### config.mk
export PLATFORM = sky130hd
export DESIGN_NAME = double_loop_gen
export DESIGN_NICKNAME = d
export VERILOG_FILES = /design/src/rtl/double_loop_gen_pkg.sv /design/src/rtl/loop_pipe_delay.sv /design/src/rtl/double_loop_gen.sv
export SDC_FILE = /design/constraint.sdc
export NUM_CORES = 1
export LEC_CHECK = 0
export BUFFER_PORTS_ARGS = -buffer_cell sky130_fd_sc_hd__buf_2
export CORE_UTILIZATION = 40
export CTS_CLUSTER_DIAMETER = 150
export DETAILED_ROUTE_END_ITERATION = 10
export MAX_ROUTING_LAYER = met4
export PLACE_DENSITY = 0.67
export SYNTH_ARGS = -nofsm -noshare
export SYNTH_HDL_FRONTEND = slang
export SYNTH_SLANG_ARGS = --single-unit
### constraint.sdc
create_clock -name clk -period 3.4 [get_ports clk]
set_input_delay 0.17 -clock clk [delete_from_list [all_inputs] [get_ports clk]]
set_output_delay 0.17 -clock clk [all_outputs]
set_load 0.05 [all_outputs]
### src/rtl/double_loop_gen_pkg.sv
// Shared sizing for the nested-loop address generator.
// Default address/count width and the matching address type.
// No flow control; constants and types only.
package double_loop_gen_pkg;
    localparam int DL_AW = 6;
    typedef logic [DL_AW-1:0] dl_addr_t;
endpackage

### src/rtl/loop_pipe_delay.sv
// Generic register chain with synchronous reset; STAGES=0 is a pass-through.
// Latency: STAGES cycles.
// No backpressure; data advances every cycle.
module loop_pipe_delay #(
    parameter int STAGES = 0,
    parameter int WIDTH  = 1
) (
    input  logic             clk,
    input  logic             reset,
    input  logic [WIDTH-1:0] i_dat,
    output logic [WIDTH-1:0] o_dat
);
    generate
        if (STAGES == 0) begin : g_pass
            logic w_unused;
            assign w_unused = &{1'b0, clk, reset};
            assign o_dat    = i_dat;
        end else begin : g_chain
            logic [WIDTH-1:0] r_pipe [STAGES];
            always_ff @(posedge clk) begin
                if (reset) begin
                    for (int k = 0; k < STAGES; k++) r_pipe[k] <= '0;
                end else begin
                    r_pipe[0] <= i_dat;
                    for (int k = 1; k < STAGES; k++) r_pipe[k] <= r_pipe[k-1];
                end
            end
            assign o_dat = r_pipe[STAGES-1];
        end
    endgenerate
endmodule

### src/rtl/double_loop_gen.sv
// Nested-loop (i,j) pair generator, row-major, one pair per clock; optional `done` via DOUBLE_LOOP_DONE_EN.
// Latency: first pair 1 + OUT_STAGES cycles after the reset edge.
// No backpressure; reset doubles as the restart strobe and abandons any run.
module double_loop_gen
    import double_loop_gen_pkg::*;
#(
    parameter int AW         = DL_AW,
    parameter int OUT_STAGES = 0
) (
    input  logic          clk,
    input  logic          reset,
    input  logic [AW-1:0] number1in,
    input  logic [AW-1:0] number2in,
    output logic [AW-1:0] readadd1,
    output logic [AW-1:0] readadd2,
`ifdef DOUBLE_LOOP_DONE_EN
    output logic          done,
`endif
    output logic          valid
);
    localparam logic [AW-1:0] ONE = {{(AW-1){1'b0}}, 1'b1};
`ifdef DOUBLE_LOOP_DONE_EN
    localparam int PW = 2*AW + 2;
`else
    localparam int PW = 2*AW + 1;
`endif

    logic [AW-1:0] r_n1, r_n2, r_i, r_j, r_a1, r_a2;
    logic          r_active, r_vld;
    logic          w_i_last, w_j_last;
    logic [PW-1:0] w_pipe_in, w_pipe_out;

    // Compare against n-1 so the counters never need to wrap.
    assign w_i_last = (r_i == r_n1 - ONE);
    assign w_j_last = (r_j == r_n2 - ONE);

`ifdef DOUBLE_LOOP_DONE_EN
    logic r_fin, r_done;
`endif

    always_ff @(posedge clk) begin
        if (reset) begin
            r_n1     <= number1in;
            r_n2     <= number2in;
            r_i      <= '0;
            r_j      <= '0;
            r_active <= (number1in != '0) && (number2in != '0);
            r_vld    <= 1'b0;
            r_a1     <= '0;
            r_a2     <= '0;
`ifdef DOUBLE_LOOP_DONE_EN
            r_fin    <= (number1in == '0) || (number2in == '0);
            r_done   <= 1'b0;
`endif
        end else begin
`ifdef DOUBLE_LOOP_DONE_EN
            r_done <= r_fin;
            r_fin  <= 1'b0;
`endif
            if (r_active) begin
                r_a1  <= r_i;
                r_a2  <= r_j;
                r_vld <= 1'b1;
                if (w_j_last) begin
                    r_j <= '0;
                    r_i <= r_i + ONE;
                end else begin
                    r_j <= r_j + ONE;
                end
                if (w_i_last && w_j_last) begin
                    r_active <= 1'b0;
`ifdef DOUBLE_LOOP_DONE_EN
                    r_fin    <= 1'b1;
`endif
                end
            end else begin
                r_vld <= 1'b0;
            end
        end
    end

`ifdef DOUBLE_LOOP_DONE_EN
    assign w_pipe_in = {r_vld, r_done, r_a1, r_a2};
    assign {valid, done, readadd1, readadd2} = w_pipe_out;
`else
    assign w_pipe_in = {r_vld, r_a1, r_a2};
    assign {valid, readadd1, readadd2} = w_pipe_out;
`endif

    loop_pipe_delay #(.STAGES(OUT_STAGES), .WIDTH(PW)) u_out_dly (
        .clk   (clk),
        .reset (reset),
        .i_dat (w_pipe_in),
        .o_dat (w_pipe_out)
    );
endmodule

==> results of run 1 <==
==> Yosys cell counts (all sizes together) <==
| library cell | number |
|---|---|
| a211o | 1 |
| a211oi | 1 |
| a21o | 1 |
| a21oi | 7 |
| a311oi | 1 |
| a31oi | 2 |
| and2 | 2 |
| buf | 3 |
| clkbuf | 6 |
| dfxtp | 26 |
| edfxtp | 12 |
| ha | 4 |
| inv | 7 |
| mux2 | 4 |
| mux2i | 13 |
| nand2 | 8 |
| nand2b | 9 |
| nand3 | 8 |
| nand4b | 1 |
| nor2 | 22 |
| nor2b | 7 |
| nor3 | 3 |
| nor3b | 3 |
| nor4 | 8 |
| o211ai | 2 |
| o21ai | 2 |
| o21ba | 1 |
| o22ai | 3 |
| o31a | 1 |
| or3 | 1 |
| xnor2 | 10 |
| xor2 | 5 |
==> logic make-up after synthesis <==
family	synth area share
AO/OA/AOI/OAI	0.0762
XOR/XNOR	0.0701
adder cells (fa/ha/maj)	0.0267
buffers and inverters	0.0381
flip-flops	0.470
multiplexers	0.0935
AND/OR/NAND/NOR	0.225
==> per-stage QoR <==
step                power, mW  utilization  setup WS (ps)  instances  hold WS, ps
finish                  0.935        0.481           1240        262         67.0
global route            0.983        0.481           1110        262         53.8
CTS                     0.949        0.481           1220        262         54.3
detailed placement      0.637        0.462           1230        255          362
global placement        0.635        0.462           1280        255          361
floorplan               0.608            -           1390        184          269
==> worst paths after layout <==
| path | cells after the start | from | to | slack, ps |
|---|---|---|---|---|
| setup / recovery | 7 | r_n2[0] | r_i[5] | 1240 |
| hold / removal | 1 | number1in[0] | r_n1[0] | 70 |
| setup reg to reg | 7 | r_n2[0] | r_i[5] | 1240 |
| hold reg to reg | 2 | r_a2[2] | r_a2[2] | 490 |
==> sequential cells by signal (all words and copies together) (netlist names) <==
signal	flops
r_vld	1
r_a2	6
r_i	6
r_a1	6
r_active	1
r_n1	6
r_j	6
r_n2	6
==> power breakdown <==
group / internal [mW] / leakage (nW) / total [mW] / switching [mW]
Sequential: 0.489 / 0.328 / 0.508 / 0.0191
Clock: 0.161 / 0.0443 / 0.310 / 0.149
Combinational: 0.0499 / 0.529 / 0.117 / 0.0675
==> per-layer routing <==
| metal | wire length [um] | global-route usage | up-vias |
|---|---|---|---|
| met5 | 0 | - | - |
| met4 | 70 | 0.0689 | 0 |
| met3 | 113 | 0.0505 | 8 |
| met2 | 1500 | 0.229 | 24 |
| met1 | 1490 | 0.159 | 612 |
| li1 | - | - | 691 |
==> layout make-up <==
type,count,area share
tap,52,0.0306
multi-input combinational,130,0.433
clock buffer,7,0.0406
sequential,38,0.415
inverter,7,0.0124
timing repair buffer,28,0.0683
==> placed cells by master (no fill, tap or decap), types with 3 or more instances in the layout <==
master,n
a21oi_1,7
buf_2,26
clkbuf_8,6
dfxtp_1,26
edfxtp_1,12
ha_1,4
inv_1,7
mux2i_1,13
nand2_1,8
nand2b_1,9
nand3_1,8
nor2_1,22
nor2b_1,7
nor3_1,3
nor4_1,4
nor4_2,3
o22ai_1,3
xnor2_1,10
xor2_1,5
==> results.toml, run 1 <==
[status]
status = "complete, no violations"

[synthesis]
post_synth_num_cell_types = 38
synth_warnings = 0
synthesis.area_um2 = 1870
synth.net_count = 202
ys_seq_area_frac = 0.470
synth_area_leaders = "dfxtp_1 (28%), edfxtp_1 (19%), mux2i_1 (6.9%)"
synth.top_cell.area_share = 0.278
yosys.area.top_type = "dfxtp_1"
syn_inst = 184
postSynthAreaPerCell_um2 = 10.2
ys_seq_elements = 38

[critical_path]
crit_fanout = 12
worstSetupStartpointType = "flip-flop"
worst_path_largest_cell_delay_ps = 420
crit_type = "flip-flop to flip-flop"
required_ps = 3580
path_cells = "inv_1, ha_1, xnor2_1, nor2_1, nand4b_4, nor4_1, mux2_2"
cpMaxStageDelayCell = "edfxtp_1"
critPathTopFamily = "simple AND/OR/NAND/NOR gates"
cp_num_buf_inv = 1
crit_path_end_kind = "flip-flop"
critPathArrivalTime_ps = 2340

[finish]
drive_gt1_frac = 0.200
multi_input_area_um2 = 921
n_fill_cell = 432
area.growth.synth_to_final_pct = 13.4
regArea_um2 = 881
layout.nets = 228
fin_area_um2 = 2120
antenna_cells = 0

[sta]
fmax_ghz = 0.462
rsz0062_at_grt = "no"
tightest_slew_ps = 772
fin_crit_sh = 0.636
slew_violations = 0
finalHoldViolations = 0
fin_tns_setup_ps = 0
fin_skew_ps = 5.52
period_needed_ps = 2160
slew_headroom = 0.485
finalSetupViolCount = 0

[clock_network]
hold_buffers = 0
cts_buffer_depth = 2
post-cts-setup-buffers = 0
clock_latency_ps = 290
cts_tree = "done"
cts_resized = 0
cts_made_buffers = 5
root_buffer = "clkbuf_8"
cts_sinks = 38
clkTransAtPathRegs_ps = 70
htree_levels = 2

[grt]
grt_pass1_wl_mm = 5.44
overflow = 0
grt_max_degree = 45
antenna_found_initial = 0
grtUsageTotal = 0.143
grt_pass1_vias = 1250

[place]
dpl-instance-area_um2 = 2040
port_buffers = 26
finalWeightedCongestion = 0.746
dp_hpwl_mm = 2.16

[drt]
ant_nets = 0
drt_iter0_drc = 116
wire_per_inst_um = 12.1
viasPerCell = 5.10
drc_errors = 0
drt_first_pass_iters = 4
wl_mm = 3.17
vias = 1335

[floorplan]
ios = 27
coreArea_um2 = 4410
die_h_um = 70.4
start_util = 0.424
row_count = 24
die_w_um = 70.4
dieArea_um2 = 4960

[pwr]
ir_worst_vdd_v = 0.000192
power.density_nw_per_um2 = 440
leakage_nw = 0.902

[worst_hold_path]
hold_class = "input port to flip-flop"

[job]
drv_cap = 0
(Power assumes the default switching activity.)
==> inputs of run 2 (changes only) <==
ABC_AREA = 1   (was default)
PLACE_DENSITY = 0.69   (was 0.67)
clock period = 1.7 ns   (was 3.4 ns; I/O delays follow)
==> results.toml, run 2 <==
[finish]
antenna_cells = 0
area.growth.synth_to_final_pct = 26.6
layout_common_cells = "nand2_1 (63), nor2_1 (29), buf_2 (26), dfxtp_1 (26), inv_1 (23)"
final_util = 0.541
final_common_cell = "nand2_1"
drive_gt1_frac = 0.225
fin_cells = 354
layout.nets = 319

[clock_network]
cts_made_buffers = 5
clkTransAtPathRegs_ps = 80
cts_sinks = 38
cts_buffer_depth = 2
htree_levels = 2
clock_latency_ps = 300
cts_tree = "done"
root_buffer = "clkbuf_8"

[drt]
vias = 1720
drt_first_pass_iters = 6
wl_mm = 4.17
drt_iter0_drc = 84
viasPerCell = 4.86
drc_errors = 0
wire_per_inst_um = 11.8
ant_nets = 0

[grt]
top_usage_layer = "met2"
overflow = 0
grtUsageTotal = 0.184
grt_max_degree = 29
grt_pass1_wl_mm = 6.93
use_met1 = 0.246
grt_use_met2 = 0.271
grt_pass1_vias = 1523
use_met3 = 0.0427
antenna_found_initial = 0

[floorplan]
die_h_um = 71.1
dieArea_um2 = 5060
die_w_um = 71.1
coreArea_um2 = 4470
start_util = 0.427
row_count = 24
ios = 27

[sta]
rsz0062_at_grt = "yes"
fin_skew_ps = 5.89
fmax_ghz = 0.615
period_needed_ps = 1630
fin_crit_sh = 0.956
finalSetupViolCount = 0
tightest_slew_ps = 414
slew_headroom = 0.723
finalHoldViolations = 0
slew_violations = 0

[critical_path]
cp_num_buf_inv = 3
crit_type = "flip-flop to flip-flop"
required_ps = 1940
critPathArrivalTime_ps = 1860
path_cells = "inv_2, ha_4, inv_2, nand2_2, nand2_2, nor2_4, nand3_2, nor2_4, buf_6, nand4_1, a21oi_1"
cpMaxStageDelayCell = "edfxtp_1"
crit_path_end_kind = "flip-flop"
worst_path_largest_cell_delay_ps = 390
worstSetupStartpointType = "flip-flop"
critPathTopFamily = "simple AND/OR/NAND/NOR gates"
crit_fanout = 4

[pwr]
power.density_nw_per_um2 = 856
p_comb_frac = 0.188
ir_worst_vdd_v = 0.000620
pwr-share-seq = 0.495
p_sw_uw = 610
switching_share = 0.295
leakage_nw = 1.13
internal_power_mw = 1.46
pwr-share-clk = 0.318

[synthesis]
ys_seq_elements = 38
synth-edff-count = 12
synth_warnings = 0
synth_mux_area_frac = 0
syn_inst = 252
yosysMostFrequentCell = "nand2_1"
synth-compound-area-share = 0.0746
postSynth.asyncResetShare = 0
postSynthAreaPerCell_um2 = 7.59
synth.net_count = 270
synth_top_family_by_area = "simple AND/OR/NAND/NOR gates"
ys.flop_type = "dfxtp_1"
synth-xor-area-share = 0.0596
synth_area_leaders = "dfxtp_1 (27%), edfxtp_1 (19%), nand2_1 (14%)"
yosys.area.top_type = "dfxtp_1"
post_synth_num_cell_types = 25
synth_commonest_cells = "nand2_1 (71), nor2_1 (30), inv_1 (27)"
ys_seq_area_frac = 0.461
synth_simple_gate_area_share = 0.300
synth.top_cell.area_share = 0.272
synthesis.area_um2 = 1910
synth_adder_area_share = 0.0262

[job]
drv_cap = 0

[status]
status = "complete, no violations"

[place]
dp_cells = 330
dp_hpwl_mm = 2.86
finalWeightedCongestion = 0.801
port_buffers = 26

[worst_hold_path]
hold_class = "input port to flip-flop"
## run 2: changes by cell type in the layout (fill, tap and decap cells not counted), sizes merged, moves of 7 or more
cell / change
a21oi: +8
buf: +7
dlygate4sd3: +12
inv: +25
mux2i: -13
nand2: +65
nand2b: -9
nand3: +10
nor2: +10
nor2b: -7
o21ai: +10
## run 2: layout make-up
cell class	instances	area, um^2
clock buffers	6	82.6
repair buffers	47	322
flip-flops and latches	38	881
clock inverters	2	11.3
multi-input cells	178	942
inverters	31	116
well taps	52	65.1
fillers	429	2050
## run 2: metal layers
layer / wire length (um) / vias up
met5: 0 / -
li1: - / 908
met3: 209 / 7
met1: 1960 / 763
met4: 78 / 0
met2: 1920 / 42
## run 2: through the flow
stage | setup WS (ps) | setup TNS, ps | hold WS, ps | power, mW | instance area, um^2
floorplan | 39.9 | 0 | 169 | 1.28 | 1910
global placement | 30.5 | 0 | 277 | 1.36 | 2120
detailed placement | -37.5 | -192 | 280 | 1.37 | 2120
CTS | 11.6 | 0 | 270 | 2.06 | 2340
global route | -31.3 | -107 | 301 | 2.18 | 2420
finish | 74.9 | 0 | 268 | 2.07 | 2420
## run 2: power groups by stage
stage          clock [mW]  sequential (mW)  combinational (mW)
3_3_place_gp            0             1.04               0.320
6_report            0.658             1.02               0.389
5_1_grt             0.721             1.03               0.427
2_1_floorplan           0             1.10               0.180
4_1_cts             0.681             1.02               0.352
3_5_place_dp            0             1.04               0.327
## run 2: path summary, 6_finish.rpt
kind	start	to	slack, ps	cells after the start
worst max register to register	r_n2[1]	r_i[4]	70	11
worst min register to register	r_a2[0]	r_a2[0]	470	2
worst max-delay path	r_n2[1]	r_i[4]	70	11
worst min-delay path	reset	r_j[0]	270	4
## run 2: repair_timing
action | 4_1_cts | 5_1_grt
hold buffers | 12 | 0
buffers inserted | 0 | 3
gates cloned | 0 | 1
pin swaps | 0 | 10
endpoints found under the hold margin | 12 | 0
setup endpoints to repair | 10 | 13
resized for setup | 1 | 19
## run 2: tightest hold or removal path: stages
cell,delay [ps]
buf_2,90
inv_1,190
nand2_1,130
a21oi_1,30
## run 2: kinds of logic after synthesis
| kind of cell | after synthesis |
|---|---|
| compound gates | 28 |
| xor+xnor | 13 |
| fa+ha+maj | 4 |
| buf+inv | 37 |
| flops | 38 |
| simple gates | 132 |
==> inputs of run 3 (changes only) <==
REMOVE_ABC_BUFFERS = 1   (was default)
==> results.toml, run 3 (same netlist as run 2, synthesis figures left out) <==
[drt]
highest_layer = "met4"
drt_iter0_drc = 84
ant_nets = 0
wl_met1_mm = 2.05
wl_mm = 4.39
vias = 1751
drc_errors = 0
wire_per_inst_um = 12.4
viasPerCell = 4.93
drt_first_pass_iters = 6
routed-wl-met3_um = 209
wl_met2_mm = 2.06

[floorplan]
row_count = 24
start_util = 0.427
die_h_um = 71.1
coreArea_um2 = 4470
ios = 27
dieArea_um2 = 5060
die_w_um = 71.1

[sta]
fin_crit_sh = 1.00
period_needed_ps = 1700
finalHoldViolations = 0
fin_tns_setup_ps = -2.04
rsz0062_at_grt = "yes"
fin_skew_ps = 5.69
tightest_slew_ps = 380
slew_headroom = 0.745
slew_violations = 0
fin_ws_ps = -2.04
fmax_ghz = 0.588
finalSetupViolCount = 1

[place]
dp_hpwl_mm = 2.88
dp_cells = 330
dp_slack_ps = -63.7
port_buffers = 26
finalWeightedCongestion = 0.829

[finish]
layout.nets = 320
n_fill_cell = 383
layout_common_cells = "nand2_1 (63), nor2_1 (27), buf_2 (26), dfxtp_1 (26), inv_1 (24)"
area.growth.synth_to_final_pct = 29.4
fin_cells = 355
antenna_cells = 0
drive_gt1_frac = 0.234
final_common_cell = "nand2_1"

[critical_path]
required_ps = 1920
cpMaxStageDelayCell = "edfxtp_1"
r2r_start = "r_n2[1]"
crit_fanout = 4
worstReg2RegEnd = "r_i[5]"
worst_path_largest_cell_delay_ps = 380
worstSetupStartpointType = "flip-flop"
crit_path_end_kind = "flip-flop"
path_cells = "inv_2, ha_4, inv_2, nand2_2, nand2_2, nor2_4, nand3_2, nor2_4, buf_6, nand4_1, a21oi_1"
crit_type = "flip-flop to flip-flop"
endpoint = "r_i[5]"
critPathArrivalTime_ps = 1930
rrSetupSlack_ps = -2
reg2regPathDepth = 11
cp-startpoint = "r_n2[1]"

[status]
violations = "setup timing"
status = "finished, violations left"

[pwr]
leakage_nw = 1.14
power.density_nw_per_um2 = 952
total_power_mw = 2.36
ir_worst_vdd_v = 0.000541

[clock_network]
cts_made_buffers = 5
clock_latency_ps = 300
clkTransAtPathRegs_ps = 80
cts_sinks = 38
htree_levels = 2
cts_buffer_depth = 2
cts_tree = "done"
root_buffer = "clkbuf_8"

[grt]
grt_pass1_vias = 1572
grt_max_degree = 30
antenna_found_initial = 0
grtUsageTotal = 0.192
grt_pass1_wl_mm = 7.25
overflow = 0

[job]
drv_cap = 0

[worst_hold_path]
hold_class = "input port to flip-flop"
[run 3: layer usage]
metal,GRT usage,vias up
li1,-,908
met1,0.253,793
met2,0.292,45
met3,0.0427,5
met4,0.0667,0
met5,-,-
[run 3: worst min path at each step]
stage                       startpoint  endpoint  cells after the start
after floorplan                  reset   r_a1[0]                      1
after global placement    number1in[1]   r_n1[1]                      1
after detailed placement  number1in[3]   r_n1[3]                      1
after CTS                        reset   r_n2[5]                      1
after global routing             reset   r_n2[3]                      1
final                            reset   r_n2[5]                      1
[run 3: what timing repair did]
item	CTS	global route
gates resized for setup	6	14
hold endpoints to repair	12	0
hold buffers	12	0
setup endpoints to repair	10	13
pin swaps	2	10
gates cloned	1	0
setup buffers	1	3
[run 3: power breakdown]
group / leakage, nW / internal (mW) / switching [mW]
sequential: 0.330 / 0.988 / 0.0368
clock: 0.0683 / 0.588 / 0.347
combinational: 0.741 / 0.147 / 0.249
total: 1.14 / 1.72 / 0.632
[run 3: worst max-delay path, delay by kind of cell (launching register included)]
kind                       cells  cell delay (ps)
adders and majority gates      1              270
AOI/OAI and AO/OA              1              170
and+or+nand+nor                6              580
buffers and inverters          3              230
DFF                            1              380
[run 3: cell type report]
type | count | area [um^2] | share of cell area
Timing Repair Buffer | 48 | 329 | 0.133
Clock inverter | 3 | 68.8 | 0.0278
Clock buffer | 5 | 68.8 | 0.0278
Multi-Input combinational cell | 178 | 945 | 0.382
Sequential cell | 38 | 881 | 0.356
Inverter | 31 | 116 | 0.0470
Tap cell | 52 | 65.1 | 0.0263
[run 3: metrics by stage]
stage                     utilization  cell area, um^2  hold slack [ps]
after global placement          0.473             2120              277
after CTS                       0.541             2420             53.4
after floorplan                     -             1880              154
after global routing            0.553             2470             61.3
final                           0.553             2470             59.8
after detailed placement        0.473             2120              279
